### src/rtl/inta_cycle_sequencer_if.sv
// Interrupt-acknowledge bus between the 8259A side, the sequencer
// and the CPU-side vector consumer.
interface inta_cycle_sequencer_if;
    logic       interrupt_to_cpu;
    logic       interrupt_enable;
    logic [7:0] data_bus_in;
    logic       interrupt_acknowledge_n;
    logic       acknowledge_busy;
    logic [7:0] vector;
    logic       vector_valid;
    logic       vector_ready;

    modport master (
        input  interrupt_to_cpu,
        input  interrupt_enable,
        input  data_bus_in,
        input  vector_ready,
        output interrupt_acknowledge_n,
        output acknowledge_busy,
        output vector,
        output vector_valid
    );

    modport slave (
        output interrupt_to_cpu,
        output interrupt_enable,
        output data_bus_in,
        output vector_ready,
        input  interrupt_acknowledge_n,
        input  acknowledge_busy,
        input  vector,
        input  vector_valid
    );
endinterface

### src/rtl/inta_cycle_sequencer.sv
// CPU-side 8086-mode INTA# two-pulse sequencer for the 8259A,
// capturing the vector and presenting it over valid/ready.
module inta_cycle_sequencer #(
    parameter int PULSE_WIDTH   = 2,
    parameter int GAP_WIDTH     = 2,
    parameter int RECOVER_WIDTH = 3
) (
    input logic                    clock,
    input logic                    reset_n,
    inta_cycle_sequencer_if.master bus
);
    localparam int MAXW_PG = (PULSE_WIDTH > GAP_WIDTH) ? PULSE_WIDTH : GAP_WIDTH;
    localparam int MAXW    = (MAXW_PG > RECOVER_WIDTH) ? MAXW_PG : RECOVER_WIDTH;
    localparam int CW      = $clog2(MAXW) + 1;

    typedef enum logic [2:0] {
        IDLE,
        ACK1,
        GAP,
        ACK2,
        RECOVER
    } state_t;

    state_t         state_q, state_d;
    logic [CW-1:0]  cnt_q, cnt_d;
    logic           sync1_q, sync2_q;
    logic           inta_n_q, inta_n_d;
    logic           busy_q, busy_d;
    logic [7:0]     vector_q, vector_d;
    logic           valid_q, valid_d;

    always_ff @(posedge clock or negedge reset_n) begin
        if (!reset_n) begin
            state_q  <= IDLE;
            cnt_q    <= '0;
            sync1_q  <= 1'b0;
            sync2_q  <= 1'b0;
            inta_n_q <= 1'b1;
            busy_q   <= 1'b0;
            vector_q <= 8'h00;
            valid_q  <= 1'b0;
        end else begin
            state_q  <= state_d;
            cnt_q    <= cnt_d;
            sync1_q  <= bus.interrupt_to_cpu;
            sync2_q  <= sync1_q;
            inta_n_q <= inta_n_d;
            busy_q   <= busy_d;
            vector_q <= vector_d;
            valid_q  <= valid_d;
        end
    end

    // Counter is loaded with width-1 on entry; a state exits when it reads zero.
    always_comb begin
        state_d  = state_q;
        cnt_d    = cnt_q;
        vector_d = vector_q;
        valid_d  = valid_q;
        if (valid_q && bus.vector_ready) begin
            valid_d = 1'b0;
        end
        unique case (state_q)
            IDLE: begin
                if (sync2_q && bus.interrupt_enable && !valid_q) begin
                    state_d = ACK1;
                    cnt_d   = CW'(PULSE_WIDTH - 1);
                end
            end
            ACK1: begin
                if (cnt_q == '0) begin
                    state_d = GAP;
                    cnt_d   = CW'(GAP_WIDTH - 1);
                end else begin
                    cnt_d = cnt_q - CW'(1);
                end
            end
            GAP: begin
                if (cnt_q == '0) begin
                    state_d = ACK2;
                    cnt_d   = CW'(PULSE_WIDTH - 1);
                end else begin
                    cnt_d = cnt_q - CW'(1);
                end
            end
            ACK2: begin
                if (cnt_q == '0) begin
                    state_d  = RECOVER;
                    cnt_d    = CW'(RECOVER_WIDTH - 1);
                    vector_d = bus.data_bus_in;
                    valid_d  = 1'b1;
                end else begin
                    cnt_d = cnt_q - CW'(1);
                end
            end
            RECOVER: begin
                if (cnt_q == '0) begin
                    state_d = IDLE;
                    cnt_d   = '0;
                end else begin
                    cnt_d = cnt_q - CW'(1);
                end
            end
            default: begin
                state_d = IDLE;
                cnt_d   = '0;
            end
        endcase
        inta_n_d = !((state_d == ACK1) || (state_d == ACK2));
        busy_d   = (state_d != IDLE);
    end

    assign bus.interrupt_acknowledge_n = inta_n_q;
    assign bus.acknowledge_busy        = busy_q;
    assign bus.vector                  = vector_q;
    assign bus.vector_valid            = valid_q;
endmodule

### src/flat_wrapper.sv
// flat-port wrapper written by rule: the top's interface ports become plain ports
module inta_cycle_sequencer_flat 
#(
    parameter int PULSE_WIDTH   = 2,
    parameter int GAP_WIDTH     = 2,
    parameter int RECOVER_WIDTH = 3
)
  (clock, reset_n, bus_interrupt_to_cpu, bus_interrupt_enable, bus_data_bus_in, bus_vector_ready, bus_interrupt_acknowledge_n, bus_acknowledge_busy, bus_vector, bus_vector_valid);
  inta_cycle_sequencer_if bus_i ();
  input logic clock;
  input logic reset_n;
  input wire logic [$bits(bus_i.interrupt_to_cpu)-1:0] bus_interrupt_to_cpu;
  input wire logic [$bits(bus_i.interrupt_enable)-1:0] bus_interrupt_enable;
  input wire logic [$bits(bus_i.data_bus_in)-1:0] bus_data_bus_in;
  input wire logic [$bits(bus_i.vector_ready)-1:0] bus_vector_ready;
  output wire logic [$bits(bus_i.interrupt_acknowledge_n)-1:0] bus_interrupt_acknowledge_n;
  output wire logic [$bits(bus_i.acknowledge_busy)-1:0] bus_acknowledge_busy;
  output wire logic [$bits(bus_i.vector)-1:0] bus_vector;
  output wire logic [$bits(bus_i.vector_valid)-1:0] bus_vector_valid;
  assign bus_i.interrupt_to_cpu = bus_interrupt_to_cpu;
  assign bus_i.interrupt_enable = bus_interrupt_enable;
  assign bus_i.data_bus_in = bus_data_bus_in;
  assign bus_i.vector_ready = bus_vector_ready;
  assign bus_interrupt_acknowledge_n = bus_i.interrupt_acknowledge_n;
  assign bus_acknowledge_busy = bus_i.acknowledge_busy;
  assign bus_vector = bus_i.vector;
  assign bus_vector_valid = bus_i.vector_valid;
  inta_cycle_sequencer #(.PULSE_WIDTH(PULSE_WIDTH), .GAP_WIDTH(GAP_WIDTH), .RECOVER_WIDTH(RECOVER_WIDTH)) u_core (.clock(clock), .reset_n(reset_n), .bus(bus_i));
endmodule
### config.mk
export PLATFORM = sky130hd
export DESIGN_NAME = inta_cycle_sequencer_flat
export DESIGN_NICKNAME = d
export VERILOG_FILES = /design/src/rtl/inta_cycle_sequencer_if.sv /design/src/rtl/inta_cycle_sequencer.sv /design/src/flat_wrapper.sv
export SDC_FILE = /design/constraint.sdc
export NUM_CORES = 1
export LEC_CHECK = 0
export ABC_CLOCK_PERIOD_IN_PS = 3600
export CAP_MARGIN = 20
export CORE_UTILIZATION = 35
export CTS_CLUSTER_DIAMETER = 30
export DETAILED_ROUTE_END_ITERATION = 7
export SLEW_MARGIN = 10
export SYNTH_ARGS = -nofsm -noshare
export SYNTH_HDL_FRONTEND = slang
export SYNTH_SLANG_ARGS = --single-unit
### constraint.sdc
create_clock -name clock -period 3.6 [get_ports clock]
set_clock_uncertainty 0.1 [all_clocks]
set_input_delay 0.36 -clock clock [delete_from_list [all_inputs] [get_ports clock]]
set_output_delay 0.36 -clock clock [all_outputs]
set_load 0.01 [all_outputs]
* Word level (Yosys, flattened, before mapping)
Cells that the tools add are included.
Operators by class: add/sub/neg operators 1, eq/ne operators 7, multiplexer cells 14, reduce and logical (&&, ||, !) cells 11
Operators by type and width (count):
- $mux 3 | 9
- $pmux 3 s5 | 1
- $pmux 3 s4 | 1
- $eq 3x2->1 const B | 3
- $eq 3x1->1 const B | 2
- $logic_not 3->1 | 2
- $eq 3x3->1 const B | 1
- $logic_and 1x1->1 | 3
- $mux 1 | 3
- $reduce_bool 3->1 | 1
- $sub 3x1->3 const B | 1
- $logic_not 1->1 | 2
- $ne 2x1->1 const B | 1
- $reduce_and 2->1 | 1
- $reduce_or 2->1 | 1
- $logic_or 1x1->1 | 1
Storage, ports and cells: bits in registers 19, input bits 13, output and inout port bits 11, word-level logic and storage cells 41

* Longest topological paths before layout
Gate-level depths: netlist of the first run.
word-level depth 7, depth in mapped cells 4, mapped depth without buffers 3

* Worst setup path after synthesis of the first run
Ideal clock, no wire load.
path type register to register, from register u_core.cnt_q[1], to register u_core.vector_q[0], in the netlist u_core.bus.vector[0], library setup time 0.125 ns, arrival 1.281 ns, required time 3.375 ns, setup slack 2.094 ns, stages on the path, launching flop included 5, buffers on the path 1, period minus slack after synthesis 1.506 ns, cell sequence dfrtp_1 > buf_6 > nor4bb_4 > nand2_4 > mux2_4
Between the ends: word-level cells in the longest chain between the ends 2
Ends and longest elaborated chain:
- start: declaration | RTL line inta_cycle_sequencer.sv:25 | logic [CW-1:0] cnt_q, cnt_d;
- start signal: assignment | RTL line inta_cycle_sequencer.sv:44 | cnt_q <= cnt_d;
- $logic_not 3->1 | RTL line inta_cycle_sequencer.sv:87 | if (cnt_q == '0) begin
- $reduce_and 2->1 (no source line)
- end signal: assignment | RTL line inta_cycle_sequencer.sv:49 | vector_q <= vector_d;
- end: declaration | RTL line inta_cycle_sequencer.sv:29 | logic [7:0] vector_q, vector_d;
Every way passes these cells. A chain may end at the register's enable or synchronous reset.

* Worst setup path after layout of the first run
from register u_core.inta_n_q, in the netlist u_core.bus.interrupt_acknowledge_n, to output port bus_interrupt_acknowledge_n
RTL lines:
- start: declaration | RTL line inta_cycle_sequencer.sv:27 | logic inta_n_q, inta_n_d;
- start signal: assignment | RTL line inta_cycle_sequencer.sv:47 | inta_n_q <= inta_n_d;
- end: declaration | RTL line flat_wrapper.sv:16 | output wire logic [$bits(bus_i.interrupt_acknowledge_n)-1:0] bus_interrupt_acknowledge_n;
No word-level cell between the ends.

==> results of run 1 <==
[per-stage QoR]
stage / power [uW] / utilization
5_1_grt: 1040 / 0.495
6_report: 960 / 0.495
3_3_place_gp: 845 / 0.483
2_1_floorplan: 693 / -
4_1_cts: 973 / 0.495
3_5_place_dp: 852 / 0.483
[worst register-to-register path, cell delays in order (launching register included)]
cell	delay, ps
dfrtp_1	520
nor4bb_4	420
nand2_4	190
mux2_4	340
[metal layers]
metal,vias up,share of wire,global-route usage
li1,283,-,-
met3,0,0.051,0.0263
met1,288,0.44,0.205
met5,-,0,0
met4,0,0,0.0766
met2,26,0.51,0.232
[cell families (layout without fill, tap and decap cells)]
kind of cell              Yosys count  count (layout)
AOI/OAI and AO/OA                  13              13
and+or+nand+nor                    17              17
xor gates and xnor gates            1               1
DFF                                19              19
buffers and inverters               8              30
muxes                               8               8
[power by group through the flow]
stage          logic, uW  clock network (uW)  registers [uW]
2_1_floorplan        318                   0             375
3_3_place_gp         444                   0             402
3_5_place_dp         450                   0             402
4_1_cts              458                 115             401
5_1_grt              497                 126             416
6_report             450                 110             400
[flip-flops by register name, summed over array words and instances, names as in the netlist]
signal and count:
u_core.bus.vector_valid 1, u_core.state_q 3, u_core.cnt_q 3, u_core.sync1_q 1, u_core.sync2_q 1, u_core.bus.interrupt_acknowledge_n 1
u_core.bus.acknowledge_busy 1, u_core.bus.vector 8
[path summary, 6_finish.rpt]
check,startpoint,to,slack (ps),cells past startpoint
max,u_core.bus.interrupt_acknowledge_n,bus_interrupt_acknowledge_n,1800,1
min,u_core.sync1_q,u_core.sync2_q,270,0
max reg2reg,u_core.state_q[1],u_core.bus.vector[1],1930,3
min reg2reg,u_core.sync1_q,u_core.sync2_q,270,0
max in group asynchronous,reset_n,u_core.bus.vector[7],2460,1
min in group asynchronous,reset_n,u_core.bus.vector[0],430,1
[area by class of cell]
| cell class | instances | area, sq um |
|---|---|---|
| tap | 28 | 35.0 |
| clock inverter | 1 | 5.00 |
| inverter | 3 | 11.3 |
| sequential | 19 | 477 |
| fill | 204 | 1150 |
| multi-input combinational | 39 | 345 |
| clock buffer | 3 | 22.5 |
| timing repair buffer | 23 | 230 |
[cell usage in the layout (no fill, tap or decap), types with 2 or more instances in the layout]
cell             count
inv_1                3
clkbuf_4             3
nor3_1               2
nor4_1               2
clkdlybuf4s50_1     23
dfrtp_1             18
nand2_1              2
o21ai_0              4
nor2_1               4
mux2_4               8
==> results.json, run 1 <==
{
  "status": "finished clean",
  "synth_area_per_cell_sq_um": 13.2,
  "p_leak_uw": 0.000490,
  "relSlewSlack": 0.439,
  "final_area_sq_um": 1130,
  "viasPerCell": 5.15,
  "final_antenna_net_count": 0,
  "cp-end-kind": "output port",
  "seqPwrFrac": 0.417,
  "drcViolationCount": 0,
  "grt_pass1_vias": 621,
  "cts.sinks": 19,
  "clock_tree.root_cell": "clkbuf_4",
  "overflow": 0,
  "io_buffers": 23,
  "yosysMostFrequentCell": "dfrtp_1",
  "grt_usage": 0.152,
  "hold_viol": 0,
  "cts_tree": "built",
  "clk_path_buf_depth": 2,
  "maxSlewViolCount": 0,
  "finish.net_count": 102,
  "post-route-period-util": 0.501,
  "cap_violations": 0,
  "ir_drop_uv": 416,
  "p_per_area_nw_per_um2": 852,
  "synth_mux_area_frac": 0.138,
  "p_clk_frac": 0.114,
  "dr.pass1.iters": 4,
  "die_w_um": 51.8,
  "synth_nets": 79,
  "cts.reportedPaths.clkPinSlew_ps": 110,
  "whs_ps": 275,
  "synth_xor_area_frac": 0.0101,
  "synth_area_sq_um": 868,
  "ioPinCount": 24,
  "crit_type": "reg2out",
  "dp_hpwl_mm": 1.15,
  "dieHeight_um": 51.8,
  "synth_seq_cells": 19,
  "synthArstFlopShare": 1.00,
  "grt_pass1_wl_mm": 2.90,
  "layout-drive-gt1-share": 0.182,
  "cp-start-kind": "flip-flop",
  "yosys.area.top_type_share": 0.519,
  "cp_cell_sequence": "clkdlybuf4s50_1",
  "core_sq_um": 2280,
  "slowest_stage": "dfstp_2",
  "combPwrFrac": 0.469,
  "rsz0062_at_grt": "false",
  "synth-seq-area-share": 0.549,
  "setup_viol": 0,
  "crit_family": "flip-flops",
  "insertion_delay_ps": 300,
  "drtIter0Drc": 33,
  "fin_ws_ps": 1800,
  "crit_arrival_ps": 1340,
  "internal_power_uw": 627,
  "cts_inserted_buffers": 3,
  "initial_core_util": 0.382,
  "switching_power_uw": 333,
  "fmax_mhz": 554,
  "swShare": 0.347,
  "critical_path.max_stage_delay_ps": 530,
  "rows": 17,
  "yosys.area.top_type": "dfrtp_1",
  "cp_max_fo": 1,
  "final-instance-count-excl-fill": 116,
  "cts_resized": 0,
  "pre_cts_slack_ps": 1900,
  "synth_top_family_by_area": "simple AND/OR/NAND/NOR gates",
  "post_cts_buffers": 0,
  "holdBufCountCts": 0,
  "yosysWarnings": 0,
  "dp_cells": 112,
  "tns_ps": 0,
  "hp-class": "reg2reg",
  "syn_to_final_growth_pct": 29.7,
  "required_ps": 3140,
  "synth.top_cells.by_area": "dfrtp_1, mux2_4, dfstp_2",
  "fin_crit_ps": 1800,
  "drt_wl_total_mm": 1.73,
  "routabilityCongestion": 0.784,
  "synth_edf_count": 0,
  "wl_per_cell_um": 14.9,
  "placed_area_sq_um": 1100,
  "yosys.area_share.simple": 0.147,
  "syn_inst": 66,
  "synth_flop_cell": "dfrtp_1",
  "ctsHtreeMaxLevel": 1,
  "ys_top_cells_by_count": "dfrtp_1, mux2_4, nor2_1, o21ai_0, inv_1",
  "antenna_found_initial": 0,
  "antenna_cells": 0,
  "grt_max_degree": 20,
  "cp.buffers_inverters": 1,
  "synth.distinct_cells": 29,
  "synthAdderAreaFrac": 0,
  "vias": 597,
  "dieArea_sq_um": 2680,
  "synth_compound_area_frac": 0.102,
  "tightest_slew_ps": 839
}
Power figures use the tool's default switching activity.
==> run 2: changes to the inputs <==
Settings changed: ABC_CLOCK_PERIOD_IN_PS 3600 to 1460.
Clock period 3.6 ns to 1.46 ns, I/O delays scaled along.
==> results.json, run 2 (synthesis gave the netlist of run 1 again) <==
{
  "status": "finished with violations",
  "required_ps": 1540,
  "maxSlewViolCount": 0,
  "grt_usage": 0.154,
  "clock_tree.root_cell": "clkbuf_4",
  "final_common_cell": "dfrtp_1",
  "switching_power_uw": 848,
  "grt_pass1_vias": 669,
  "dr.pass1.iters": 3,
  "cp_max_fo": 9,
  "wl_met1_um": 797,
  "hold_viol": 0,
  "ir_drop_uv": 1020,
  "grt_pass1_wl_mm": 2.99,
  "fin_ws_ps": -37.0,
  "crit_arrival_ps": 1580,
  "critical_path.max_stage_delay_ps": 420,
  "dp_hpwl_mm": 1.26,
  "route.met3.wl_um": 73,
  "dieArea_sq_um": 2680,
  "crit_type": "reg2reg",
  "die_w_um": 51.8,
  "failed_checks": "negative setup slack",
  "dr_wl_met2_um": 828,
  "core_sq_um": 2280,
  "layout-drive-gt1-share": 0.310,
  "r2r-end": "u_core.bus.vector[7]",
  "largest_register_ffs": 8,
  "cts.reportedPaths.clkPinSlew_ps": 90,
  "cts_inserted_buffers": 3,
  "rsz0062_at_grt": "true",
  "ioPinCount": 24,
  "antenna_cells": 0,
  "io_buffers": 23,
  "cp_cell_sequence": "nor4bb_4, nand2_4, mux2_4",
  "ctsHtreeMaxLevel": 1,
  "p_clk_frac": 0.099,
  "r2r_start": "u_core.cnt_q[1]",
  "slowest_stage": "dfrtp_1",
  "initial_core_util": 0.382,
  "wl_per_cell_um": 13.3,
  "clk_path_buf_depth": 2,
  "vias": 624,
  "final-instance-count-excl-fill": 128,
  "setup_viol": 8,
  "rows": 17,
  "worst-r2r-setup-slack_ps": -40,
  "reg2regPathDepth": 3,
  "route.top_layer_used": "met3",
  "relSlewSlack": 0.807,
  "internal_power_uw": 1660,
  "dieHeight_um": 51.8,
  "final_cell_mix": "dfrtp_1, clkdlybuf4s50_1, buf_4, mux2_4, dlymetal6s2s_1",
  "cp-end-kind": "flip-flop",
  "num-fill-cells": 198,
  "antenna_found_initial": 0,
  "cts.sinks": 19,
  "fmax_mhz": 668,
  "cp-start-kind": "flip-flop",
  "overflow": 0,
  "p_leak_uw": 0.000627,
  "finish.net_count": 114,
  "tightest_slew_ps": 290,
  "drtIter0Drc": 6,
  "seqPwrFrac": 0.374,
  "syn_to_final_growth_pct": 45.2,
  "cts_tree": "built",
  "grt_max_degree": 16,
  "drt_wl_total_mm": 1.70,
  "cap_violations": 0,
  "fin_crit_ps": 1500,
  "post-route-period-util": 1.03,
  "combPwrFrac": 0.526,
  "hold_path_depth": 1,
  "worstHoldStart": "bus_interrupt_to_cpu",
  "final_antenna_net_count": 0,
  "hp-class": "in2reg",
  "p_per_area_nw_per_um2": 1990,
  "dp_cells": 123,
  "post_cts_buffers": 0,
  "swShare": 0.339,
  "routabilityCongestion": 0.761,
  "insertion_delay_ps": 290,
  "whs_endpoint": "u_core.sync1_q",
  "drcViolationCount": 0,
  "viasPerCell": 4.88,
  "finish.utilization": 0.554
}
==> run 2: layer usage <==
layer / vias up / global-route usage
met5: - / 0
met4: 0 / 0.0315
met3: 0 / 0.0614
met2: 11 / 0.245
met1: 304 / 0.198
li1: 309 / -
==> run 2: critical path: cells and delay by family (launching register included) <==
kind | cells | cell delay, ps
flip-flops | 1 | 420
AND/OR/NAND/NOR | 2 | 540
multiplexers | 1 | 330
==> run 2: final cells by class <==
type	count	area [sq um]	area share
multi-input combinational	39	374	0.297
inverter	3	11.3	0.00893
timing repair buffer	35	337	0.267
sequential	19	478	0.379
clock buffer	4	26.3	0.0208
tap	28	35.0	0.0278
==> run 2: what timing repair did <==
action,in CTS,in global routing
resized for setup,5,12
endpoints found under the hold margin,3,0
hold buffers,1,0
pin swaps,0,1
setup endpoints to repair,13,21
==> run 2: stage by stage <==
stage / cell area (sq um) / total power (uW) / hold slack, ps / setup WS, ps / TNS (ps)
3_5_place_dp: 1180 / 2250 / 247 / -65.8 / -415
4_1_cts: 1220 / 2500 / 175 / -65.0 / -452
2_1_floorplan: 868 / 1710 / -250 / -24.8 / -198
6_report: 1260 / 2510 / 185 / -37.0 / -244
3_3_place_gp: 1180 / 2240 / 240 / -51.4 / -237
5_1_grt: 1260 / 2710 / 179 / -128 / -1030
==> run 2: worst max path at each step <==
stage	slack, ps	from	depth (start not counted)	endpoint
global placement	-50	bus_interrupt_enable	5	u_core.cnt_q[2]
detailed placement	-70	bus_interrupt_enable	5	u_core.cnt_q[2]
floorplan	-20	u_core.cnt_q[1]	4	u_core.bus.vector[0]
finish	-40	u_core.cnt_q[1]	3	u_core.bus.vector[7]
CTS	-70	u_core.cnt_q[2]	3	u_core.bus.vector[2]
global route	-130	u_core.cnt_q[1]	3	u_core.bus.vector[7]
==> run 2: power by group through the flow <==
stage	registers (uW)	clock network (uW)	logic, uW
2_1_floorplan	925	0	785
3_3_place_gp	929	0	1310
3_5_place_dp	929	0	1320
4_1_cts	926	269	1310
5_1_grt	975	290	1440
6_report	937	249	1320
==> run 3: changes to the inputs <==
Settings changed: ABC_CLOCK_PERIOD_IN_PS 1460 to unset.
==> results of run 3 <==
No change in the layout: final DEF, timing and power equal those of run 2.
